**src/rtl/uart_sched_pkg.sv**
```systemverilog
// uart_sched_pkg: shared FSM state encoding and paddle command byte values
package uart_sched_pkg;
  typedef enum logic [1:0] {ST_IDLE, ST_LOAD, ST_SEND, ST_GAP} state_t;
  localparam logic [7:0] CMD_DOWN = 8'h00;
  localparam logic [7:0] CMD_UP   = 8'h01;
  localparam logic [7:0] CMD_HOLD = 8'h02;
endpackage

```
**src/rtl/sched_timer.sv**
```systemverilog
// sched_timer: saturating down-counter reloaded to CYCLES-1, expired when it reaches zero
//  clk, reset : clock, asynchronous active-high reset (reset reloads like load)
//  load       : reload to CYCLES-1
//  en         : decrement by one, sticking at zero
//  expired    : count is zero
module sched_timer #(
  parameter int unsigned CYCLES = 1
) (
  input  logic clk,
  input  logic reset,
  input  logic load,
  input  logic en,
  output logic expired
);
  localparam int W = $clog2(CYCLES + 1);
  localparam logic [W-1:0] INIT = W'(CYCLES - 1);
  logic [W-1:0] cnt;
  always_ff @(posedge clk or posedge reset)
    if (reset) cnt <= INIT;
    else if (load) cnt <= INIT;
    else if (en && cnt != '0) cnt <= cnt - W'(1);
  assign expired = cnt == '0;
endmodule

```
**src/rtl/uart_tx_sched.sv**
```systemverilog
// uart_tx_sched: shares one uart_tx between the paddle command and one-shot event bytes
//  cmd_byte           : current paddle command, resent on change or refresh expiry
//  evt_req/evt_byte   : one-cycle event request, held in a one-entry slot
//  tx_active/tx_done  : status from uart_tx
//  tx_dv/tx_byte      : strobe and byte to uart_tx
//  busy, evt_overflow, timeout_err : status; the two error flags are sticky
module uart_tx_sched import uart_sched_pkg::*; #(
  parameter int unsigned GAP_CYCLES     = 1000,
  parameter int unsigned REFRESH_CYCLES = 250000,
  parameter int unsigned TIMEOUT_CYCLES = 200000
) (
  input  logic       clk,
  input  logic       reset,
  input  logic [7:0] cmd_byte,
  input  logic       evt_req,
  input  logic [7:0] evt_byte,
  input  logic       tx_active,
  input  logic       tx_done,
  output logic       tx_dv,
  output logic [7:0] tx_byte,
  output logic       busy,
  output logic       evt_overflow,
  output logic       timeout_err
);
  state_t state, state_nx;
  logic       evt_pend;
  logic [7:0] evt_q;
  logic [7:0] last_cmd;
  logic [1:0] streak;
  logic refresh_exp, timeout_exp, gap_exp;
  logic cmd_due, evt_avail, grant_cmd, grant_evt, consume, capture;

  assign cmd_due   = (cmd_byte != last_cmd) | refresh_exp;
  // A request arriving in IDLE with the slot empty is granted directly, bypassing the slot.
  assign evt_avail = evt_pend | evt_req;
  // Two back-to-back event grants while the command was due hand the next grant to the command.
  assign grant_cmd = state == ST_IDLE && cmd_due && (!evt_avail || streak == 2'd2);
  assign grant_evt = state == ST_IDLE && evt_avail && !grant_cmd;
  assign consume   = grant_evt && evt_pend;
  assign capture   = evt_req && (consume || (!evt_pend && !grant_evt));

  assign tx_dv = state == ST_LOAD;
  assign busy  = state != ST_IDLE;

  always_comb begin
    state_nx = state;
    state_nx = (state == ST_IDLE) ? ((grant_evt || grant_cmd) ? ST_LOAD : ST_IDLE) :
               (state == ST_LOAD) ? ST_SEND :
               (state == ST_SEND) ? ((tx_done || timeout_exp) ? ST_GAP : ST_SEND) :
                                    ((gap_exp && !tx_active) ? ST_IDLE : ST_GAP);
  end

  always_ff @(posedge clk or posedge reset)
    if (reset) state <= ST_IDLE;
    else state <= state_nx;

  always_ff @(posedge clk or posedge reset)
    if (reset) begin
      tx_byte      <= CMD_HOLD;
      last_cmd     <= CMD_HOLD;
      evt_pend     <= 1'b0;
      evt_q        <= 8'h00;
      streak       <= 2'd0;
      evt_overflow <= 1'b0;
      timeout_err  <= 1'b0;
    end else begin
      if (grant_evt) tx_byte <= evt_pend ? evt_q : evt_byte;
      if (grant_cmd) tx_byte <= cmd_byte;
      if (grant_cmd) last_cmd <= cmd_byte;
      if (grant_cmd) streak <= 2'd0;
      else if (grant_evt) streak <= cmd_due ? streak + 2'd1 : 2'd0;
      if (capture) evt_q <= evt_byte;
      evt_pend <= capture ? 1'b1 : consume ? 1'b0 : evt_pend;
      if (evt_req && evt_pend && !consume) evt_overflow <= 1'b1;
      if (state == ST_SEND && timeout_exp && !tx_done) timeout_err <= 1'b1;
    end

  sched_timer #(.CYCLES(REFRESH_CYCLES)) u_refresh (
    .clk(clk), .reset(reset), .load(grant_cmd), .en(1'b1), .expired(refresh_exp)
  );
  sched_timer #(.CYCLES(TIMEOUT_CYCLES)) u_timeout (
    .clk(clk), .reset(reset), .load(state == ST_LOAD), .en(state == ST_SEND), .expired(timeout_exp)
  );
  sched_timer #(.CYCLES(GAP_CYCLES)) u_gap (
    .clk(clk), .reset(reset), .load(state == ST_SEND), .en(state == ST_GAP), .expired(gap_exp)
  );
endmodule

```
**config.mk**
```make
export PLATFORM = sky130hd
export DESIGN_NAME = uart_tx_sched
export DESIGN_NICKNAME = d
export VERILOG_FILES = /design/src/rtl/uart_sched_pkg.sv /design/src/rtl/sched_timer.sv /design/src/rtl/uart_tx_sched.sv
export SDC_FILE = /design/constraint.sdc
export NUM_CORES = 1
export LEC_CHECK = 0
export BUFFER_PORTS_ARGS = -buffer_cell sky130_fd_sc_hd__buf_2
export CAP_MARGIN = 5
export CORE_UTILIZATION = 54
export CTS_CLUSTER_SIZE = 10
export DETAILED_ROUTE_END_ITERATION = 7
export HOLD_SLACK_MARGIN = 0.03
export PLACE_DENSITY = 0.73
export SYNTH_ARGS = -nofsm -noshare
export SYNTH_HDL_FRONTEND = slang
export SYNTH_SLANG_ARGS = --single-unit
```
**constraint.sdc**
```tcl
create_clock -name clk -period 4.3 [get_ports clk]
set_input_delay 0.43 -clock clk [delete_from_list [all_inputs] [get_ports clk]]
set_output_delay 0.43 -clock clk [all_outputs]
set_load 0.01 [all_outputs]
```
# Word-level counts from Yosys, hierarchy flattened
# Index checks and enable logic that the tools add are counted.
word_totals:
  inputBits: 21
  out_inout_bits: 12
  word_cells: 80
  register_bits: 77
op_classes:
  n_bitwise: 2
  mux: 20
  n_reduce_logical: 38
  n_eq_ne: 5
  n_addsub: 4
ops:
  columns: ["op", "count"]
  rows:
  - ["$mux 18", 4]
  - ["$logic_not 18->1", 2]
  - ["$reduce_bool 18->1", 2]
  - ["$sub 18x1->18 const B", 2]
  - ["$mux 8", 3]
  - ["$mux 10", 2]
  - ["$logic_and 1x1->1", 14]
  - ["$mux 2", 7]
  - ["$reduce_bool 2->1", 6]
  - ["$logic_not 10->1", 1]
  - ["$reduce_bool 10->1", 1]
  - ["$sub 10x1->10 const B", 1]
  - ["$ne 8x8->1", 1]
  - ["$logic_not 1->1", 7]
  - ["$eq 2x2->1 const B", 3]
  - ["$logic_or 1x1->1", 4]
  - ["$mux 1", 4]
  - ["$add 2x1->2 const B", 1]
  - ["$eq 2x1->1 const B", 1]
  - ["$logic_not 2->1", 1]
  - ["$or 1x1->1", 2]

# Depth between registers and ports, before layout
# Gate-level depths: netlist (run 1).
logic_depth:
  ltp_word: 11
  depth_mapped: 14
  depth_no_buf: 10

# By module
# From an unflattened synthesis (run 1), not the netlist that was laid out.
hier_totals:
  cells_unflattened: 401
  area_unflattened_um2: 4315.4
by_module_without_submodules:
  columns: ["module", "area_per_inst_um2", "instances", "seq_area_each_um2", "cells_each"]
  rows:
  - ["uart_tx_sched", 1599.0, 1, 778.2, 126]
  - ["sched_timer (u_timeout)", 1076.0, 1, 464.2, 110]
  - ["sched_timer (u_refresh)", 1047.3, 1, 462.9, 104]
  - ["sched_timer (u_gap)", 593.1, 1, 260.2, 61]

# Worst setup path before layout (run 1)
# OpenSTA, ideal clock, no wires.
synth_timing:
  kind: "register to register"
  startpoint: "reg u_refresh.cnt[0]"
  endpoint: "reg evt_q[0]"
  arrival_ps: 3260
  path_buffers: 4
  setup_slack_ps: 916
  period_less_slack_ps: 3384
  path_stages_with_launch: 15
  setup_time_ps: 125
  t_required_ps: 4175
  path_cell_list: "dfstp_2 > inv_1 > ha_1 > buf_1 > nor4b_1 > nand4bb_4 > nor4_4 > o21a_1 > buf_6 > buf_4 > nor2_1 > ha_1 > nor2b_1 > clkbuf_1 > mux2_2"
synth_between:
  elab_chain_len: 10
  elab_cells_between_ends: 11
  cone_classes: "bitwise (1); reduce/logical (10)"
synth_lines:
  columns: ["element", "line", "text"]
  rows:
  - ["start: declaration", "sched_timer.sv:17", "logic [W-1:0] cnt;"]
  - ["start signal: assignment", "sched_timer.sv:21", "else if (en && cnt != '0) cnt <= cnt - W'(1);"]
  - ["$logic_not 18->1 *", "sched_timer.sv:22", "assign expired = cnt == '0;"]
  - ["$or 1x1->1 *", "uart_tx_sched.sv:33", "assign cmd_due = (cmd_byte != last_cmd) | refresh_exp;"]
  - ["$logic_and 1x1->1 * (2 in a row)", "uart_tx_sched.sv:37", "assign grant_cmd = state == ST_IDLE && cmd_due && (!evt_avail || streak == 2'd2);"]
  - ["$logic_not 1->1 *", "uart_tx_sched.sv:38", "assign grant_evt = state == ST_IDLE && evt_avail && !grant_cmd;"]
  - ["$logic_and 1x1->1 *", "uart_tx_sched.sv:38", null]
  - ["$logic_not 1->1", "uart_tx_sched.sv:40", "assign capture = evt_req && (consume || (!evt_pend && !grant_evt));"]
  - ["$logic_and 1x1->1", "uart_tx_sched.sv:40", null]
  - ["$logic_or 1x1->1 *", "uart_tx_sched.sv:40", null]
  - ["$logic_and 1x1->1 *", "uart_tx_sched.sv:40", null]
  - ["end signal: assignment", "uart_tx_sched.sv:72", "if (capture) evt_q <= evt_byte;"]
  - ["end: declaration", "uart_tx_sched.sv:27", "logic [7:0] evt_q;"]
# Mark *: on every way between the ends. The rest lies on a longest branch, timed or not.
# A chain may end at the register's enable or synchronous reset.

# Final worst setup path (run 1)
layout_timing:
  startpoint: "reg u_refresh.cnt[0]"
  endpoint: "reg evt_q[2]"
# Same word-level chain as after synthesis.

==> run_results.csv, run 1 <==
group,metric,value,unit
worst_setup_path,critPathTopFamily,"simple AND/OR/NAND/NOR gates",
outcome,status,"completed",
floorplan,ios,33,
worst_setup_path,crit_path_frequent_cell,"ha_1",
cells_and_area,final_common_cell,"nand2_1",
clock_tree,worst_skew_pair.late_latency,0.35,ns
clock_tree,cts_resized,0,
synthesis,ys_seq_elements,77,
power,power,2550,uW
global_routing,grt_pass1_wl,13.6,mm
placed_design,dp_cells,509,
placed_design,gp_congestion,0.773,
synthesis,synthSimpleGateAreaFrac,0.213,
floorplan,die_h,88.3,um
floorplan,die_w,88.3,um
sta,finalSetupTns,0,ns
floorplan,initial_core_util,0.558,
sta,fin_skew,0.0112,ns
clock_tree,hold_buffers,0,
clock_tree,cts_htree_levels,3,
worst_setup_path,path_cells,"inv_1 > ha_1 > nor4b_1 > nand4bb_4 > nor4_4 > o21a_1 > nor2_1 > ha_1 > nor2b_1 > mux2_2",
synthesis,synth_top_family_by_area,"simple AND/OR/NAND/NOR gates",
sta,worst_slew_pin_slew,1.04,ns
drt,route.detailed.drc,0,
cells_and_area,antenna_cells,0,
worst_setup_path,worst_ep_required_time,4.55,ns
drt,ant_nets,0,
global_routing,track_usage,0.229,
global_routing,overflow,0,
drt,dr.pass1.iters,4,
worst_setup_path,arrival,3.82,ns
worst_setup_path,crit_type,"reg2reg",
cells_and_area,drive_above_1_share,0.251,
synthesis,syn_inst,392,
cells_and_area,fin_area,4450,um2
placed_design,post-dp-hpwl,5.46,mm
worst_setup_path,cp_max_fo,11,
global_routing,grt_pass1_vias,3028,
sta,final-max-slew-violation-count,0,
clock_tree,postCtsSetupBuffers,0,
sta,timing.fmax,0.280,GHz
sta,setup_violations,0,
sta,rsz0062_at_grt,"false",
synthesis,synthXorXnorAreaFrac,0.0631,
drt,dr_total_vias,2988,
clock_tree,cts.sinks,77,
worst_setup_path,crit_buf_inv,1,
synthesis,synth_area_leaders,"dfrtp_1 (29%), dfstp_2 (20%), nand2_1 (4.9%)",
worst_setup_path,cp.depth,10,
global_routing,antenna_found_initial,0,
synthesis,synthMuxAreaShare,0.0998,
worst_setup_path,crit_path_max_incr_delay,0.59,ns
power,p_leak,0.00190,uW
cells_and_area,final_cells,525,
synthesis,ys_types,54,
worst_setup_path,worst-r2r-cell-count,10,
synthesis,yosysTopAreaCellShare,0.286,
synthesis,synth_top_area_cell,"dfrtp_1",
worst_setup_path,critPathCaptureType,"flop",
drt,wirelength,7.86,mm
cells_and_area,synthToLayoutAreaGrowth,10.6,%
hold_path,holdPathEnd,"timeout_err",
sta,finalHoldViolations,0,
sta,finalCritPeriodShare,0.831,
worst_setup_path,rr_endpoint,"evt_q[2]",
synthesis,synth_compound_area_frac,0.0824,
clock_tree,cts_root_buf,"clkbuf_8",
synthesis,synth_seq_area_share,0.488,
cells_and_area,nets,449,
clock_tree,clock_path_buffers,2,
synthesis,yosys_warnings,0,
hold_path,min_path_type,"in2reg",
hold_path,whs_path_depth,2,
drt,drtIter0Drc,70,
power,vdd_drop_max,0.000349,V
flow_run,max_cap_violations,0,
sta,worst_hold_slack,0.281,ns
global_routing,grt_max_degree,51,
synthesis,synth_flop_cell,"dfrtp_1",
worst_setup_path,reg2reg_from,"u_refresh.cnt[0]",
worst_setup_path,ff2ff_setup_slack,0.73,ns
floorplan,core,7210,um2
sta,slew_headroom,0.302,
clock_tree,clk_pin_slew_worst_paths,0.09,ns
cells_and_area,mostFrequentLayoutCells,"nand2_1 (53), dfrtp_1 (46), buf_2 (32), dfstp_2 (31), nor2_1 (30)",
clock_tree,cts_made_buffers,9,
worst_setup_path,slowest_stage,"nor2b_1",
hold_path,hold_start,"tx_done",
placed_design,port-buffer-count,32,
floorplan,num_rows,31,
power,p_per_area,572,nW/um2
synthesis,synth_fa_ha_area_frac,0.0218,
worst_setup_path,start_kind,"flop",
synthesis,synth_fp_nets,420,
drt,via_per_inst,5.69,
synthesis,ys_async_sr_fraction,1.00,
sta,period_minus_slack,3.57,ns
floorplan,die_area,7800,um2
drt,wl_per_cell,15.0,um
placed_design,dpl-instance-area,4240,um2
clock_tree,cts_tree,"yes",
synthesis,synth_area_per_cell,10.3,um2
synthesis,syn-cell-area,4030,um2
synthesis,synth_edf_count,0,
## power breakdown
group | leakage [uW] | internal [uW] | switching [uW]
logic | 0.000911 | 348 | 360
clock network | 0.0000955 | 288 | 288
registers | 0.000890 | 1030 | 228
## worst max path at each step
| stage | start | endpoint | slack [ns] |
|---|---|---|---|
| after floorplan | u_refresh.cnt[0] | evt_q[0] | 0.92 |
| after global placement | u_refresh.cnt[0] | evt_q[4] | 0.83 |
| after detailed placement | u_refresh.cnt[0] | evt_q[2] | 0.71 |
| after CTS | u_refresh.cnt[0] | evt_q[2] | 0.71 |
| after global routing | u_refresh.cnt[0] | evt_q[2] | 0.46 |
| final | u_refresh.cnt[0] | evt_q[2] | 0.73 |
## per-layer routing
layer,track usage,wire [um]
met5,0,0
met4,0.0968,109
met3,0.0513,242
met2,0.381,3890
met1,0.288,3620
## cell type report
cell class              instances  area [um2]
fillers                       625        2760
flip-flops and latches         77        1970
clock inverters                 6        70.1
inverters                      12        45.0
well taps                      99         124
repair buffers                 34         175
multi-input cells             287        1930
clock buffers                  10         138
## flip-flops by register name (all words and copies together), names as in the netlist
name / cells
u_timeout.cnt: 18
tx_byte: 8
evt_pend: 1
u_refresh.cnt: 18
streak: 2
evt_q: 8
evt_overflow: 1
state: 2
last_cmd: 8
timeout_err: 1
u_gap.cnt: 10
## cells in the mapped netlist, drive strengths merged, types with 3 or more instances
| master | count |
|---|---|
| dfrtp | 46 |
| inv | 12 |
| nor2 | 30 |
| dfstp | 31 |
| nand4 | 8 |
| xnor2 | 10 |
| nor4 | 12 |
| or3 | 6 |
| o21ai | 17 |
| ha | 7 |
| a21oi | 11 |
| xor2 | 19 |
| nor2b | 3 |
| o41ai | 4 |
| nand2 | 53 |
| or4 | 5 |
| o22ai | 3 |
| nand3 | 9 |
| clkbuf | 9 |
| nand2b | 7 |
| buf | 7 |
| mux2i | 12 |
| nand4b | 6 |
| mux2 | 24 |
| nor3 | 11 |
## cells by family (layout without fill, tap and decap cells)
kind of cell,Yosys count,count (layout)
buffers and inverters,28,62
AO/OA/AOI/OAI,52,52
flip-flops,77,77
adder cells (fa/ha/maj),7,7
XOR/XNOR,29,29
multiplexers,36,36
AND/OR/NAND/NOR,163,163
## through the flow
step / setup WS [ns] / util
after detailed placement: 0.711 / 0.588
after floorplan: 0.916 / -
final: 0.726 / 0.617
after global routing: 0.456 / 0.617
after CTS: 0.709 / 0.617
after global placement: 0.826 / 0.588
(Power assumes the default switching activity.)
==> run 2, diff against run 1 <==
- ABC_AREA: unset -> 1
- PLACE_DENSITY: 0.73 -> 0.76
- clock period: 4.3 -> 2.9 ns (I/O delays scaled with it)
==> run 2 against run 1 <==
Compared with the run above:
- final cell count grew 34%
- cell area grew 8.0%
- worst hold slack lost 0.13 ns
- routed wire length grew 16%
- die area grew 6.3%
- utilization grew 0.81 points
- clock power grew 89%
- largest cell class unchanged
- largest power group unchanged
==> run_results.csv, run 2 <==
group,metric,value,unit
sta,finalCritPeriodShare,0.934,
clock_tree,cts_root_buf,"clkbuf_8",
drt,dr.pass1.iters,5,
global_routing,grt_pass1_wl,15.8,mm
synthesis,ys_seq_elements,77,
floorplan,core,7690,um2
worst_setup_path,start_kind,"flop",
synthesis,synth_seq_area_share,0.459,
worst_setup_path,worst_ep_required_time,3.14,ns
power,p_comb_frac,0.264,
global_routing,track_usage,0.238,
global_routing,antenna_found_initial,0,
synthesis,synth_fp_nets,592,
sta,timing.fmax,0.369,GHz
global_routing,grt_max_degree,54,
flow_run,max_cap_violations,0,
drt,wl_per_cell,13.0,um
placed_design,port-buffer-count,32,
worst_setup_path,reg2reg_from,"u_refresh.cnt[0]",
outcome,status,"completed",
synthesis,yosysTopAreaCellShare,0.269,
synthesis,synth_edf_count,0,
synthesis,synth.most_common_cell,"nand2_1",
hold_path,min_path_type,"in2reg",
power,p_sw_frac,0.335,
clock_tree,clock_path_buffers,2,
power,seqPwrFrac,0.449,
sta,setup_violations,0,
floorplan,ios,33,
hold_path,hold_start,"tx_done",
clock_tree,clk_pin_slew_worst_paths,0.08,ns
worst_setup_path,worst-r2r-cell-count,13,
worst_setup_path,path_cells,"inv_1 > ha_1 > nand3_2 > nor2_4 > nand3_4 > nand3_2 > nand2_2 > nand2_1 > inv_1 > ha_1 > or2_2 > nand2_1 > o21ai_0",
placed_design,gp_congestion,0.866,
synthesis,ys_async_sr_fraction,1.00,
cells_and_area,reg.largest.list,"u_refresh.cnt: 18 flops, u_timeout.cnt: 18 flops, u_gap.cnt: 10 flops",
clock_tree,cts_made_buffers,9,
synthesis,synth_top_area_cell,"dfrtp_1",
placed_design,post-dp-hpwl,6.50,mm
drt,ant_nets,0,
sta,fin_skew,0.0114,ns
power,vdd_drop_max,0.000379,V
worst_setup_path,arrival,2.95,ns
power,p_switching,1280,uW
worst_setup_path,crit_type,"reg2reg",
synthesis,syn-cell-area,4280,um2
worst_setup_path,crit_path_max_incr_delay,0.57,ns
drt,drtIter0Drc,177,
cells_and_area,drive_above_1_share,0.173,
worst_setup_path,critPathCaptureType,"flop",
clock_tree,cts.sinks,77,
clock_tree,postCtsSetupBuffers,0,
synthesis,synth_flop_cell,"dfrtp_1",
sta,finalHoldViolations,0,
hold_path,holdPathEnd,"timeout_err",
sta,final-max-slew-violation-count,0,
sta,finalSetupTns,0,ns
floorplan,die_h,91.1,um
synthesis,synth_commonest_cells,"nand2_1 (120), inv_1 (80), nand3_1 (71)",
power,p_leak,0.00237,uW
sta,period_minus_slack,2.71,ns
synthesis,synth_area_leaders,"dfrtp_1 (27%), dfstp_2 (19%), nand2_1 (11%)",
clock_tree,worst_skew_pair.late_latency,0.36,ns
sta,rsz0062_at_grt,"false",
floorplan,die_w,91.1,um
cells_and_area,fin_util,0.625,
cells_and_area,mostFrequentLayoutCells,"nand2_1 (120), inv_1 (79), nand3_1 (71), nor2_1 (65), o21ai_0 (63)",
synthesis,yosys_warnings,0,
sta,slew_headroom,0.629,
cells_and_area,synthToLayoutAreaGrowth,12.1,%
drt,wirelength,9.15,mm
hold_path,whs_path_depth,2,
floorplan,die_area,8290,um2
power,p_per_area,791,nW/um2
sta,setup_ws,0.190,ns
drt,route.detailed.drc,0,
worst_setup_path,slowest_stage,"dfstp_2",
drt,dr_total_vias,3694,
worst_setup_path,cp_max_fo,17,
synthesis,synth_area_per_cell,7.60,um2
power,clkPwrFrac,0.287,
synthesis,ys_types,32,
clock_tree,cts_tree,"yes",
cells_and_area,nets,624,
worst_setup_path,ff2ff_setup_slack,0.19,ns
worst_setup_path,rr_endpoint,"evt_q[7]",
cells_and_area,antenna_cells,0,
placed_design,post-place-ws,0.207,ns
clock_tree,cts_htree_levels,3,
drt,via_per_inst,5.25,
synthesis,syn_inst,564,
global_routing,grt_pass1_vias,3478,
global_routing,overflow,0,
cells_and_area,final_common_cell,"nand2_1",
sta,worst_hold_slack,0.152,ns
power,power.internal,2530,uW
floorplan,num_rows,32,
floorplan,initial_core_util,0.557,
sta,worst_slew_pin_slew,0.555,ns
run 2: changes by cell type in the layout (fill, tap and decap cells not counted), sizes merged, moves of 7 or more:
cell	delta
xor2	-9
nor4	-12
nand2	+69
inv	+71
nand2b	-7
a21oi	-8
xnor2	-7
mux2	-24
mux2i	-12
nand3	+66
nor2	+41
o21ai	+46
run 2: final cells by class:
| cell class | count | area (um2) |
|---|---|---|
| clock buffers | 9 | 124 |
| clock inverters | 7 | 146 |
| fillers | 698 | 2880 |
| inverters | 84 | 315 |
| multi-input cells | 388 | 1920 |
| flip-flops and latches | 77 | 1970 |
| well taps | 102 | 128 |
| repair buffers | 36 | 205 |
run 2: what timing repair did:
action,in CTS,in global routing
hold buffers,1,0
hold endpoints to repair,12,0
gates resized for setup,0,0
run 2: per-stage QoR:
step                      instance area [um2]  power, uW  instances
after CTS                                4800       3830        703
after global routing                     4800       4070        703
after floorplan                          4280       2460        564
final                                    4800       3800        703
after detailed placement                 4520       2720        686
after global placement                   4520       2670        686
run 2: worst max-delay path by stage:
stage                          start       end  cells after the start
global route        u_refresh.cnt[0]  evt_q[1]                     13
detailed placement  u_refresh.cnt[0]  evt_q[7]                     13
global placement    u_refresh.cnt[0]  evt_q[3]                     13
CTS                 u_refresh.cnt[0]  evt_q[7]                     13
finish              u_refresh.cnt[0]  evt_q[7]                     13
floorplan           u_refresh.cnt[0]  evt_q[0]                     16
run 2: power by group through the flow:
stage	logic [uW]	clock network [uW]	registers [uW]
2_1_floorplan	805	0	1660
3_3_place_gp	965	0	1700
3_5_place_dp	1010	0	1710
4_1_cts	1010	1120	1700
5_1_grt	1180	1150	1740
6_report	1000	1090	1710
run 2: kinds of logic after synthesis:
family | count (synthesis) | synth area share
buffers and inverters | 99 | 0.0929
AND/OR/NAND/NOR | 295 | 0.309
adder cells (fa/ha/maj) | 7 | 0.0204
flip-flops | 77 | 0.459
AO/OA/AOI/OAI | 73 | 0.0923
XOR/XNOR | 13 | 0.0266
run 2: routing by layer:
metal	part of all wire	global-route usage	routed length, um
met1	0.48	0.321	4400
met2	0.47	0.390	4330
met3	0.034	0.0486	308
met4	0.013	0.0714	119
met5	0	0	0
run 2: worst max-delay path: cells and delay by family, from the launching register on:
family          cells  cell delay (ns)
compound gates      1             0.08
buf+inv             2             0.17
flops               1             0.57
simple gates        8             1.30
fa+ha+maj           2             0.47
==> run 3, diff against run 2 <==
- SETUP_SLACK_MARGIN: unset -> 0.3
==> run 3 against run 2 <==
Compared with the run above:
- register-to-register slack improved by 0.29 ns
- highest routed layer unchanged
- fmax increased by 12%
- largest cell class unchanged
- die area unchanged
- worst hold slack got worse by 0.012 ns
==> run_results.csv, run 3 (synthesized netlist as in run 2, its figures left out) <==
group,metric,value,unit
outcome,status,"completed",
power,power.internal,2350,uW
worst_setup_path,cp.depth,11,
worst_setup_path,critPathCaptureType,"flop",
sta,setup_violations,0,
worst_setup_path,worst-r2r-cell-count,11,
clock_tree,clk_pin_slew_worst_paths,0.08,ns
sta,slew_headroom,0.649,
floorplan,num_rows,32,
clock_tree,cts_tree,"yes",
hold_path,min_path_type,"in2reg",
placed_design,gp_congestion,0.856,
cells_and_area,multi_input_area,1930,um2
power,p_comb_frac,0.279,
power,seqPwrFrac,0.470,
drt,ant_nets,0,
drt,via_per_inst,5.28,
worst_setup_path,arrival,2.66,ns
power,p_leak,0.00235,uW
drt,wl_per_cell,12.8,um
floorplan,die_area,8290,um2
flow_run,max_cap_violations,0,
sta,fin_skew,0.0144,ns
power,power,3610,uW
sta,setup_ws,0.480,ns
cells_and_area,regArea,1970,um2
worst_setup_path,slowest_stage,"dfstp_2",
sta,final-max-slew-violation-count,0,
placed_design,post-dp-hpwl,6.31,mm
global_routing,grt_max_degree,68,
power,vdd_drop_max,0.000359,V
power,p_sw_frac,0.349,
worst_setup_path,path_cells,"inv_1 > ha_2 > nand3_2 > nor2_4 > nand3_4 > nand3_4 > nand2_2 > buf_4 > inv_2 > nor2_1 > nor2_1",
floorplan,die_w,91.1,um
cells_and_area,fillers,679,
drt,wirelength,9.01,mm
hold_path,hold_start,"tx_done",
cells_and_area,synthToLayoutAreaGrowth,11.5,%
sta,finalCritPeriodShare,0.834,
floorplan,core,7690,um2
floorplan,ios,33,
global_routing,grt_pass1_wl,15.6,mm
worst_setup_path,worst_ep_required_time,3.14,ns
cells_and_area,fin_util,0.621,
cells_and_area,drive_above_1_share,0.176,
power,p_per_area,756,nW/um2
clock_tree,cts_htree_levels,3,
power,p_switching,1260,uW
placed_design,dp_cells,687,
cells_and_area,final_common_cell,"nand2_1",
clock_tree,cts_root_buf,"clkbuf_8",
placed_design,post-place-ws,0.328,ns
clock_tree,cts_made_buffers,9,
clock_tree,postCtsSetupBuffers,0,
clock_tree,cts.sinks,77,
floorplan,initial_core_util,0.557,
drt,dr_total_vias,3717,
cells_and_area,reg.largest.list,"u_refresh.cnt: 18 flops, u_timeout.cnt: 18 flops, u_gap.cnt: 10 flops",
sta,period_minus_slack,2.42,ns
worst_setup_path,crit_type,"reg2reg",
worst_setup_path,reg2reg_from,"u_refresh.cnt[0]",
global_routing,overflow,0,
cells_and_area,nets,625,
cells_and_area,final_cells,704,
worst_setup_path,startpoint,"u_refresh.cnt[0]",
clock_tree,clock_path_buffers,2,
cells_and_area,antenna_cells,0,
worst_setup_path,start_kind,"flop",
placed_design,port-buffer-count,32,
drt,drtIter0Drc,150,
sta,rsz0062_at_grt,"true",
worst_setup_path,crit_buf_inv,3,
global_routing,grt_pass1_vias,3550,
global_routing,antenna_found_initial,0,
sta,finalHoldViolations,0,
drt,route.detailed.drc,0,
sta,finalSetupTns,0,ns
sta,worst_slew_pin_slew,0.527,ns
clock_tree,worst_skew_pair.late_latency,0.36,ns
power,clkPwrFrac,0.252,
drt,dr.pass1.iters,4,
hold_path,whs_path_depth,2,
worst_setup_path,cp_max_fo,39,
floorplan,die_h,91.1,um
worst_setup_path,crit_path_max_incr_delay,0.56,ns
cells_and_area,mostFrequentLayoutCells,"nand2_1 (120), inv_1 (79), nand3_1 (71), nor2_1 (65), o21ai_0 (63)",
worst_setup_path,critPathTopFamily,"simple AND/OR/NAND/NOR gates",
sta,timing.fmax,0.413,GHz
global_routing,track_usage,0.235,
## run 3: cell count changes in the layout (fill, tap and decap cells not counted), sizes merged
cell and change:
clkinvlp -1, clkinv +3, bufinv -2, buf +1
## run 3: layer usage
layer,vias to the layer above,share of wire,global-route usage
met5,-,0,0
met4,0,0.012,0.0886
met3,10,0.049,0.0477
li1,1868,-,-
met2,106,0.48,0.399
met1,1733,0.45,0.296
## run 3: power groups by stage
stage / Combinational (uW) / Clock, uW / Sequential [uW]
after floorplan: 807 / 0 / 1660
after global placement: 965 / 0 / 1700
after detailed placement: 1000 / 0 / 1710
after CTS: 1010 / 927 / 1690
after global routing: 1170 / 968 / 1740
final: 1010 / 909 / 1700
## run 3: worst paths after layout
kind | endpoint | slack [ns]
max reg2reg | u_refresh.cnt[6] | 0.48
min reg2reg | timeout_err | 0.47
max | u_refresh.cnt[6] | 0.48
max in group asynchronous | u_refresh.cnt[12] | 1.82
min | timeout_err | 0.14
min in group asynchronous | u_timeout.cnt[12] | 0.42
## run 3: area by class of cell
cell class | count | area share
tap | 102 | 0.0267
multi-input combinational | 388 | 0.405
sequential | 77 | 0.411
clock buffer | 9 | 0.0259
clock inverter | 7 | 0.0207
timing repair buffer | 37 | 0.0445
inverter | 84 | 0.0660
## run 3: through the flow
stage	hold WS, ns	cell area [um2]
global route	0.141	4780
global placement	0.237	4530
floorplan	0.387	4290
detailed placement	0.246	4530
finish	0.140	4780
CTS	0.137	4770
## run 3: what timing repair did
| action | in CTS | in global routing |
|---|---|---|
| endpoints found under the hold margin | 5 | 0 |
| hold buffers | 1 | 0 |
| gates resized for setup | 0 | 2 |
| setup endpoints to repair | 0 | 13 |
